File: src/rtl/nor_bist_pkg.sv
// Shared types, constants and the reference NOR function used by the NOR gate BIST controller.
package nor_bist_pkg;

    localparam int NUM_VECTORS = 4;
    localparam int IDX_W       = 2;
    localparam int ERR_CNT_W   = 3;
    localparam int SETTLE_W    = 4;

    typedef enum logic [2:0] {
        IDLE,
        DRIVE,
        SETTLE,
        SAMPLE,
        DONE
    } state_t;

    function automatic logic nor_expect(input logic a, input logic b);
        return ~(a | b);
    endfunction

endpackage

File: src/rtl/nor_bist_if.sv
// Host and gate-side signals of the NOR BIST controller; the fail log appears with NOR_BIST_FAILLOG_EN.
interface nor_bist_if;
    import nor_bist_pkg::*;

    logic                 start;
    logic                 gate_a;
    logic                 gate_b;
    logic                 gate_out;
    logic                 busy;
    logic                 done;
    logic                 pass;
    logic [ERR_CNT_W-1:0] err_cnt;
`ifdef NOR_BIST_FAILLOG_EN
    logic [IDX_W-1:0]     first_fail;
    logic                 fail_valid;
`endif

    // The controller side: takes start and the gate response, drives everything else.
    modport slave (
        input  start,
        input  gate_out,
        output gate_a,
        output gate_b,
        output busy,
        output done,
        output pass,
        output err_cnt
`ifdef NOR_BIST_FAILLOG_EN
        ,
        output first_fail,
        output fail_valid
`endif
    );

    modport master (
        output start,
        output gate_out,
        input  gate_a,
        input  gate_b,
        input  busy,
        input  done,
        input  pass,
        input  err_cnt
`ifdef NOR_BIST_FAILLOG_EN
        ,
        input  first_fail,
        input  fail_valid
`endif
    );

endinterface

File: src/rtl/bist_settle_timer.sv
// Down-counter that times the settle window; expired is high in the last settle cycle.
module bist_settle_timer
    import nor_bist_pkg::*;
(
    input  logic                clk,
    input  logic                rst_n,
    input  logic                load_i,
    input  logic [SETTLE_W-1:0] count_i,
    output logic                expired_o
);

    logic [SETTLE_W-1:0] cnt_q, cnt_d;

    always_comb begin
        cnt_d = cnt_q;
        if (load_i) begin
            cnt_d = count_i;
        end else if (cnt_q != '0) begin
            cnt_d = cnt_q - 1'b1;
        end
    end

    always_ff @(posedge clk or negedge rst_n) begin
        if (!rst_n) begin
            cnt_q <= '0;
        end else begin
            cnt_q <= cnt_d;
        end
    end

    assign expired_o = (cnt_q <= SETTLE_W'(1));

endmodule

File: src/rtl/nor_bist_ctrl.sv
// NOR gate truth-table BIST controller: sweeps {a,b} = 00..11, samples after a settle window, counts mismatches.
// Optional first-failure log enabled by defining NOR_BIST_FAILLOG_EN.
module nor_bist_ctrl
    import nor_bist_pkg::*;
#(
    parameter int unsigned SETTLE_CYCLES = 2
) (
    input  logic       clk,
    input  logic       rst_n,
    nor_bist_if.slave  bus
);

    localparam logic [SETTLE_W-1:0] SETTLE_VAL = SETTLE_W'(SETTLE_CYCLES);
    localparam bit                  HAS_SETTLE = (SETTLE_CYCLES != 0);
    localparam logic [IDX_W-1:0]    LAST_IDX   = IDX_W'(NUM_VECTORS - 1);

    state_t               state_q, state_d;
    logic [IDX_W-1:0]     idx_q, idx_d;
    logic [ERR_CNT_W-1:0] err_q, err_d;
    logic                 pass_q, pass_d;
    logic                 done_q, done_d;
    logic                 settle_load;
    logic                 settle_expired;
    logic                 in_sweep;
    logic                 mismatch;

    bist_settle_timer u_settle (
        .clk       (clk),
        .rst_n     (rst_n),
        .load_i    (settle_load),
        .count_i   (SETTLE_VAL),
        .expired_o (settle_expired)
    );

    assign in_sweep = (state_q == DRIVE) || (state_q == SETTLE) || (state_q == SAMPLE);
    assign {bus.gate_a, bus.gate_b} = in_sweep ? idx_q : '0;

    // Case equality makes an X/Z response from the gate count as a mismatch.
    assign mismatch = (bus.gate_out === nor_expect(bus.gate_a, bus.gate_b)) ? 1'b0 : 1'b1;

    always_comb begin
        state_d     = state_q;
        idx_d       = idx_q;
        err_d       = err_q;
        pass_d      = pass_q;
        done_d      = 1'b0;
        settle_load = 1'b0;
        case (state_q)
            IDLE: begin
                if (bus.start) begin
                    err_d   = '0;
                    pass_d  = 1'b0;
                    idx_d   = '0;
                    state_d = DRIVE;
                end
            end
            DRIVE: begin
                settle_load = 1'b1;
                state_d     = HAS_SETTLE ? SETTLE : SAMPLE;
            end
            SETTLE: begin
                if (settle_expired) begin
                    state_d = SAMPLE;
                end
            end
            SAMPLE: begin
                if (mismatch) begin
                    err_d = err_q + 1'b1;
                end
                if (idx_q == LAST_IDX) begin
                    state_d = DONE;
                end else begin
                    idx_d   = idx_q + 1'b1;
                    state_d = DRIVE;
                end
            end
            DONE: begin
                done_d  = 1'b1;
                pass_d  = (err_q == '0);
                idx_d   = '0;
                state_d = IDLE;
            end
            default: begin
                state_d = IDLE;
                idx_d   = '0;
            end
        endcase
    end

    always_ff @(posedge clk or negedge rst_n) begin
        if (!rst_n) begin
            state_q <= IDLE;
            idx_q   <= '0;
            err_q   <= '0;
            pass_q  <= 1'b0;
            done_q  <= 1'b0;
        end else begin
            state_q <= state_d;
            idx_q   <= idx_d;
            err_q   <= err_d;
            pass_q  <= pass_d;
            done_q  <= done_d;
        end
    end

    assign bus.busy    = in_sweep;
    assign bus.done    = done_q;
    assign bus.pass    = pass_q;
    assign bus.err_cnt = err_q;

`ifdef NOR_BIST_FAILLOG_EN
    logic [IDX_W-1:0] first_q, first_d;
    logic             fvalid_q, fvalid_d;

    always_comb begin
        first_d  = first_q;
        fvalid_d = fvalid_q;
        if (state_q == IDLE && bus.start) begin
            first_d  = '0;
            fvalid_d = 1'b0;
        end else if (state_q == SAMPLE && mismatch && !fvalid_q) begin
            first_d  = idx_q;
            fvalid_d = 1'b1;
        end
    end

    always_ff @(posedge clk or negedge rst_n) begin
        if (!rst_n) begin
            first_q  <= '0;
            fvalid_q <= 1'b0;
        end else begin
            first_q  <= first_d;
            fvalid_q <= fvalid_d;
        end
    end

    assign bus.first_fail = first_q;
    assign bus.fail_valid = fvalid_q;
`endif

endmodule

File: src/flat_wrapper.sv
// flat-port wrapper written by rule: the top's interface ports become plain ports
module nor_bist_ctrl_flat import nor_bist_pkg::*;
#(
    parameter int unsigned SETTLE_CYCLES = 2
)
  (clk, rst_n, bus_start, bus_gate_out, bus_gate_a, bus_gate_b, bus_busy, bus_done, bus_pass, bus_err_cnt);
  nor_bist_if bus_i ();
  input  logic clk;
  input  logic rst_n;
  input wire logic [$bits(bus_i.start)-1:0] bus_start;
  input wire logic [$bits(bus_i.gate_out)-1:0] bus_gate_out;
  output wire logic [$bits(bus_i.gate_a)-1:0] bus_gate_a;
  output wire logic [$bits(bus_i.gate_b)-1:0] bus_gate_b;
  output wire logic [$bits(bus_i.busy)-1:0] bus_busy;
  output wire logic [$bits(bus_i.done)-1:0] bus_done;
  output wire logic [$bits(bus_i.pass)-1:0] bus_pass;
  output wire logic [$bits(bus_i.err_cnt)-1:0] bus_err_cnt;
  assign bus_i.start = bus_start;
  assign bus_i.gate_out = bus_gate_out;
  assign bus_gate_a = bus_i.gate_a;
  assign bus_gate_b = bus_i.gate_b;
  assign bus_busy = bus_i.busy;
  assign bus_done = bus_i.done;
  assign bus_pass = bus_i.pass;
  assign bus_err_cnt = bus_i.err_cnt;
  nor_bist_ctrl #(.SETTLE_CYCLES(SETTLE_CYCLES)) u_core (.clk(clk), .rst_n(rst_n), .bus(bus_i));
endmodule
File: config.mk
export PLATFORM = sky130hd
export DESIGN_NAME = nor_bist_ctrl_flat
export DESIGN_NICKNAME = d
export VERILOG_FILES = /design/src/rtl/nor_bist_pkg.sv /design/src/rtl/nor_bist_if.sv /design/src/rtl/bist_settle_timer.sv /design/src/rtl/nor_bist_ctrl.sv /design/src/flat_wrapper.sv
export SDC_FILE = /design/constraint.sdc
export NUM_CORES = 1
export LEC_CHECK = 0
export ABC_AREA = 1
export CAP_MARGIN = 0
export CORE_MARGIN = 4
export CORE_UTILIZATION = 45
export CTS_CLUSTER_SIZE = 8
export DETAILED_ROUTE_END_ITERATION = 10
export GPL_ROUTABILITY_DRIVEN = 0
export PLACE_DENSITY = 0.81
export SKIP_CTS_REPAIR_TIMING = 1
export SLEW_MARGIN = 15
export SYNTH_ARGS = -nofsm -noshare
export SYNTH_HDL_FRONTEND = slang
export SYNTH_SLANG_ARGS = --single-unit
File: constraint.sdc
create_clock -name clk -period 1.2 [get_ports clk]
set_input_delay 0.12 -clock clk [delete_from_list [all_inputs] [get_ports clk]]
set_output_delay 0.12 -clock clk [all_outputs]
set_load 0.03 [all_outputs]
# == After elaboration in Yosys (flattened, before gate mapping) ==
# Index checks and enable logic that the tools add are counted.
# totals
register_bits,14
word_cells,53
output_inout_bits,8
in_bits,4
# classes
n_reduce_logical,13
mux,17
n_addsub,3
eq_ne,10
n_lt_le_gt_ge,1
bitwise_logic,3
# ops
operator,count
$mux W3,5
$pmux W3 S4,1
$mux W4,2
$eq A3 B2 Y1 const B,2
$logic_not A3 Y1,2
$mux W2,3
$ne A2 B2 Y1 const B,3
$pmux W2 S3,1
$pmux W3 S2,1
$reduce_and A3 Y1,2
$reduce_bool A2 Y1,3
$le A4 B1 Y1 const B,1
$reduce_and A2 Y1,2
$reduce_bool A4 Y1,1
$sub A4 B1 Y4 const B,1
$add A3 B1 Y3 const B,1
$eq A3 B1 Y1 const B,1
$eq A3 B3 Y1 const B,1
$mux W1,3
$add A2 B1 Y2 const B,1
$eq A2 B2 Y1 const B,1
$logic_or A1 B1 Y1,2
$ne A2 B1 Y1 const B,1
$not A1 Y1,2
other kinds (4),4

# == Depth between registers and ports, before layout ==
# depth
word_depth,9
mapped_depth,7
mapped_depth_nobuf,7

# == Cells and area by module ==
# From an unflattened synthesis, not the netlist that was laid out.
# unflattened
hier_cells,102
hier_area_um2,817.0
# by_module_without_submodules
module,seq_area_each_um2,n_inst,area_per_inst_um2,cells_each
nor_bist_ctrl,250.2,1,568.0,69
bist_settle_timer,100.1,1,249.0,33

# == Worst setup path after synthesis ==
# OpenSTA, ideal clock, no wires.
# synth_path
kind,register -> register
from,register u_core.state_q[0]
to,register u_core.err_q[0] (netlist: u_core.bus.err_cnt[0])
slack_ns,-0.172
stages_incl_launch_ff,8
required_time_ns,1.082
arrival_ns,1.254
n_path_buf,0
setup_ns,0.118
period_less_slack_ns,1.372
cell_sequence,dfrtp_1 > nor2_2 > nor2_2 > o211ai_1 > nand2_1 > nand2_1 > nand2_1 > nand2_1
# synth_between
elab_chain_cells,9
elab_cells_between_ends,15
cone_classes,eq/ne: 6; mux: 2; bitwise: 2; reduce/logical: 5
# synth_rtl
item,line_no,rtl
from (decl),nor_bist_ctrl.sv:17,"state_t state_q, state_d;"
from (signal assigned),nor_bist_ctrl.sv:98,state_q <= state_d;
$eq A3 B1 Y1 / $eq A3 B2 Y1 (equally long branches),nor_bist_ctrl.sv:35,assign in_sweep = (state_q == DRIVE) || (state_q == SETTLE) || (state_q == SAMPLE);
$logic_or A1 B1 Y1,nor_bist_ctrl.sv:35,
$logic_or A1 B1 Y1 *,nor_bist_ctrl.sv:35,
via bus_busy,flat_wrapper.sv:14,output wire logic [$bits(bus_i.busy)-1:0] bus_busy;
$mux W2 *,nor_bist_ctrl.sv:36,"assign {bus.gate_a, bus.gate_b} = in_sweep ? idx_q : '0;"
$or A1 B1 Y1 *,nor_bist_pkg.sv:18,return ~(a | b);
$not A1 Y1 *,nor_bist_pkg.sv:18,
$eqx A1 B1 Y1 *,nor_bist_ctrl.sv:39,"assign mismatch = (bus.gate_out === nor_expect(bus.gate_a, bus.gate_b)) ? 1'b0 : 1'b1;"
$ne A2 B2 Y1 (no source line) *,-,
$reduce_and A3 Y1 (no source line) *,-,
to (signal assigned),nor_bist_ctrl.sv:100,err_q <= err_d;
to (decl),nor_bist_ctrl.sv:19,"logic [ERR_CNT_W-1:0] err_q, err_d;"
# Mark *: on every way through the listed nets, which the timed path passes. The rest lies on a longest branch.
# A chain may end at the register's enable or synchronous reset.

# == Worst setup path in the final report ==
# layout_path
from,register u_core.state_q[0]
to,register u_core.err_q[0] (netlist: u_core.bus.err_cnt[0])
# layout_between
elab_chain_cells,9
elab_cells_between_ends,15
cone_classes,eq/ne: 6; mux: 2; bitwise: 2; reduce/logical: 5
# layout_rtl
item,line_no
$eq A3 B1 Y1 / $eq A3 B2 Y1 (equally long branches),nor_bist_ctrl.sv:35
$logic_or A1 B1 Y1 (2 in a row),nor_bist_ctrl.sv:35
$mux W2,nor_bist_ctrl.sv:36
$or A1 B1 Y1,nor_bist_pkg.sv:18
$not A1 Y1,nor_bist_pkg.sv:18
$eqx A1 B1 Y1,nor_bist_ctrl.sv:39
$ne A2 B2 Y1 (no source line),-
$reduce_and A3 Y1 (no source line),-
# Parallel ways exist; a longest one is shown, timed or not.

==> results.toml <==
[placement]
dp_cells = 129
io_buffer_count = 11
hpwl_mm = 1.29
post-place-ws_ns = -0.0532

[die]
ioPinCount = 12
initial_core_util_pct = 48.5
dieArea_sq_um = 2380
placementRows = 14
core_sq_um = 1540
die_h_um = 48.8
fp.dieW_um = 48.8

[sta]
setup_viol = 11
slew-limit-headroom_pct = 78.4
final_hold_viol_count = 0
setup_ws_ns = -0.184
tightest_slew_ns = 0.324
whs_ns = 0.150
fmax_mhz = 723
fin_crit_sh_pct = 115
rsz0062_at_grt = "true"
finClkSkew_ns = 0.00168
final-max-slew-violation-count = 0
min_period_ns = 1.38

[global_routing]
grt_max_degree = 15
track_usage_pct = 14.6
overflow = 0
grt_pass1_vias = 690
antenna_found_initial = 0
grt_pass1_wl_mm = 2.80

[setup_path]
critPathCaptureType = "flop"
worstSetupEndpoint = "u_core.bus.err_cnt[0]$_DFFE_PN0P_"
r2r_setup_slack_ns = -0.18
cpMostUsedCell = "nand2_1"
path_cells = "buf_4 -> nand3_2 -> a31oi_2 -> nand2_2 -> nand2_1 -> nand2_1 -> nand2_1"
critical_path_class = "reg2reg"
startpoint_type = "flop"
crit_path_top_delay_cell = "dfrtp_1"
critPathMaxFanout = 5
crit_path_max_incr_delay_ns = 0.41
reg2reg_from = "u_core.state_q[0]$_DFFE_PN0P_"
required_ns = 1.42
r2r_cells = 7
crit_path_start = "u_core.state_q[0]$_DFFE_PN0P_"
cp.arrival_ns = 1.61
r2r-end = "u_core.bus.err_cnt[0]$_DFFE_PN0P_"

[yosys]
async_flop_share_pct = 100
synth.ff_latch_count = 14
yosysMostFrequentCell = "nand2_1"
synth_edf_count = 0
synth_area_leaders = "dfrtp_1 (47%), ha_1 (8.4%), nand2_1 (8.0%), inv_1 (6.5%), nand3_1 (5.4%)"
synth_nets = 96
yosys.cell_types.count = 20
syn_area_per_cell_sq_um = 8.60
synth_commonest_cells = "nand2_1 (16), dfrtp_1 (14), inv_1 (13), nand3_1 (8), nor2_1 (8)"
mappedNetlistArea_sq_um = 748
netlist_instances = 87
yosysTopAreaCell = "dfrtp_1"
ys_seq_area_share_pct = 46.8
synth_flop_cell = "dfrtp_1"
ys_warn_count = 0
synth_top_area_share_pct = 46.8

[route]
drt-initial-drc-count = 16
route.detailed.drc = 0
drt-pass1-iter-count = 4
drtAntennaViolNets = 0
vias = 808
vias_per_cell = 5.77
wl_mm = 2.27
wire_per_inst_um = 16.2

[cells_and_area]
final_util_pct = 79.1
synthToLayoutAreaGrowth_pct = 62.9
nets = 135
num_antenna_cells = 0
drive_above_1_share_pct = 47.6
finalNonFillerCells = 140

[clocking]
cts_buffers = 3
cts_num_sinks = 14
clock-root-buffer = "clkbuf_4"
clk_latency_ns = 0.28
cts_tree = "built"
path_clk_slew_ns = 0.08
cts_max_level = 1
clk_path_buf_depth = 2

[pwr]
p_per_area_nw_per_um2 = 2440
vdd_drop_max_mv = 1.76
power.total_mw = 2.97
p_leak_nw = 0.637

[outcome]
violations = "setup timing"
status = "finished, violations left"

[job]
cap_violations = 0

[hold_path]
hold_path.class = "in2async"
==> routing by layer <==
layer	GRT usage [%]	share of wire [%]
met5	0	0
met4	5.38	3.8
met3	3.36	8.0
met2	25.2	51
met1	17.4	37
==> kinds of logic (layout without fill, tap and decap cells) <==
family	after synthesis	after routing	synth area share, %
AND/OR/NAND/NOR	40	40	24.7
flip-flops	14	14	46.8
buffers and inverters	14	51	7.02
AO/OA/AOI/OAI	11	11	9.53
adder cells (fa/ha/maj)	5	5	8.36
XOR/XNOR	3	3	3.51
==> worst min path at each step <==
| stage | from | slack, ns | cells after the start | to |
|---|---|---|---|---|
| 2_1_floorplan | rst_n | -0.18 | 0 | u_core.bus.done$_DFF_PN0_ |
| 3_3_place_gp | rst_n | 0.44 | 2 | u_core.bus.err_cnt[1]$_DFFE_PN0P_ |
| 3_5_place_dp | rst_n | 0.46 | 2 | u_core.bus.err_cnt[1]$_DFFE_PN0P_ |
| 4_1_cts | rst_n | 0.15 | 2 | u_core.bus.err_cnt[1]$_DFFE_PN0P_ |
| 5_1_grt | rst_n | 0.15 | 2 | u_core.bus.err_cnt[1]$_DFFE_PN0P_ |
| 6_report | rst_n | 0.15 | 2 | u_core.bus.err_cnt[1]$_DFFE_PN0P_ |
==> cell usage in the layout (no fill, tap or decap), types with 2 or more instances in the layout <==
| master | instances |
|---|---|
| buf_4 | 22 |
| buf_6 | 7 |
| clkbuf_4 | 3 |
| clkdlybuf4s50_1 | 3 |
| dfrtp_1 | 13 |
| dlymetal6s2s_1 | 2 |
| ha_1 | 4 |
| inv_1 | 10 |
| inv_2 | 4 |
| nand2_1 | 10 |
| nand2_2 | 4 |
| nand2_4 | 2 |
| nand3_1 | 3 |
| nand3_2 | 5 |
| nor2_1 | 6 |
| nor2_4 | 3 |
| nor3_4 | 2 |
| o21ai_0 | 4 |
| o21ai_1 | 2 |
| xnor2_1 | 2 |
==> per-stage QoR <==
step | instance area, sq um | setup TNS (ns)
2_1_floorplan | 753 | -0.302
3_3_place_gp | 981 | -0.00257
3_5_place_dp | 981 | -0.218
4_1_cts | 1000 | -1.35
5_1_grt | 1220 | -1.70
6_report | 1220 | -1.05
==> flip-flops by register name, indices dropped and copies added, names as in the netlist <==
signal and flops:
u_core.idx_q 2, u_core.state_q 3, u_core.bus.done 1, u_core.bus.err_cnt 3, u_core.bus.pass 1, u_core.u_settle.cnt_q 4
==> where the power goes <==
group	switching [mW]	internal, mW	leakage [nW]
combinational	1.04	0.893	0.442
sequential	0.143	0.622	0.181
clock	0.152	0.117	0.0138
==> layout make-up <==
type | instances | area (sq um)
inverter | 14 | 52.6
sequential | 14 | 352
clock buffer | 3 | 22.5
fill | 92 | 323
tap | 16 | 20.0
multi-input combinational | 59 | 473
timing repair buffer | 34 | 299
==> critical path, delay by kind of cell (launching register included) <==
kind,cells,cell delay (ns)
and+or+nand+nor,5,0.48
buffers and inverters,1,0.18
DFF,1,0.41
AOI/OAI and AO/OA,1,0.26
Note: power is estimated with default switching activity, not from simulation.
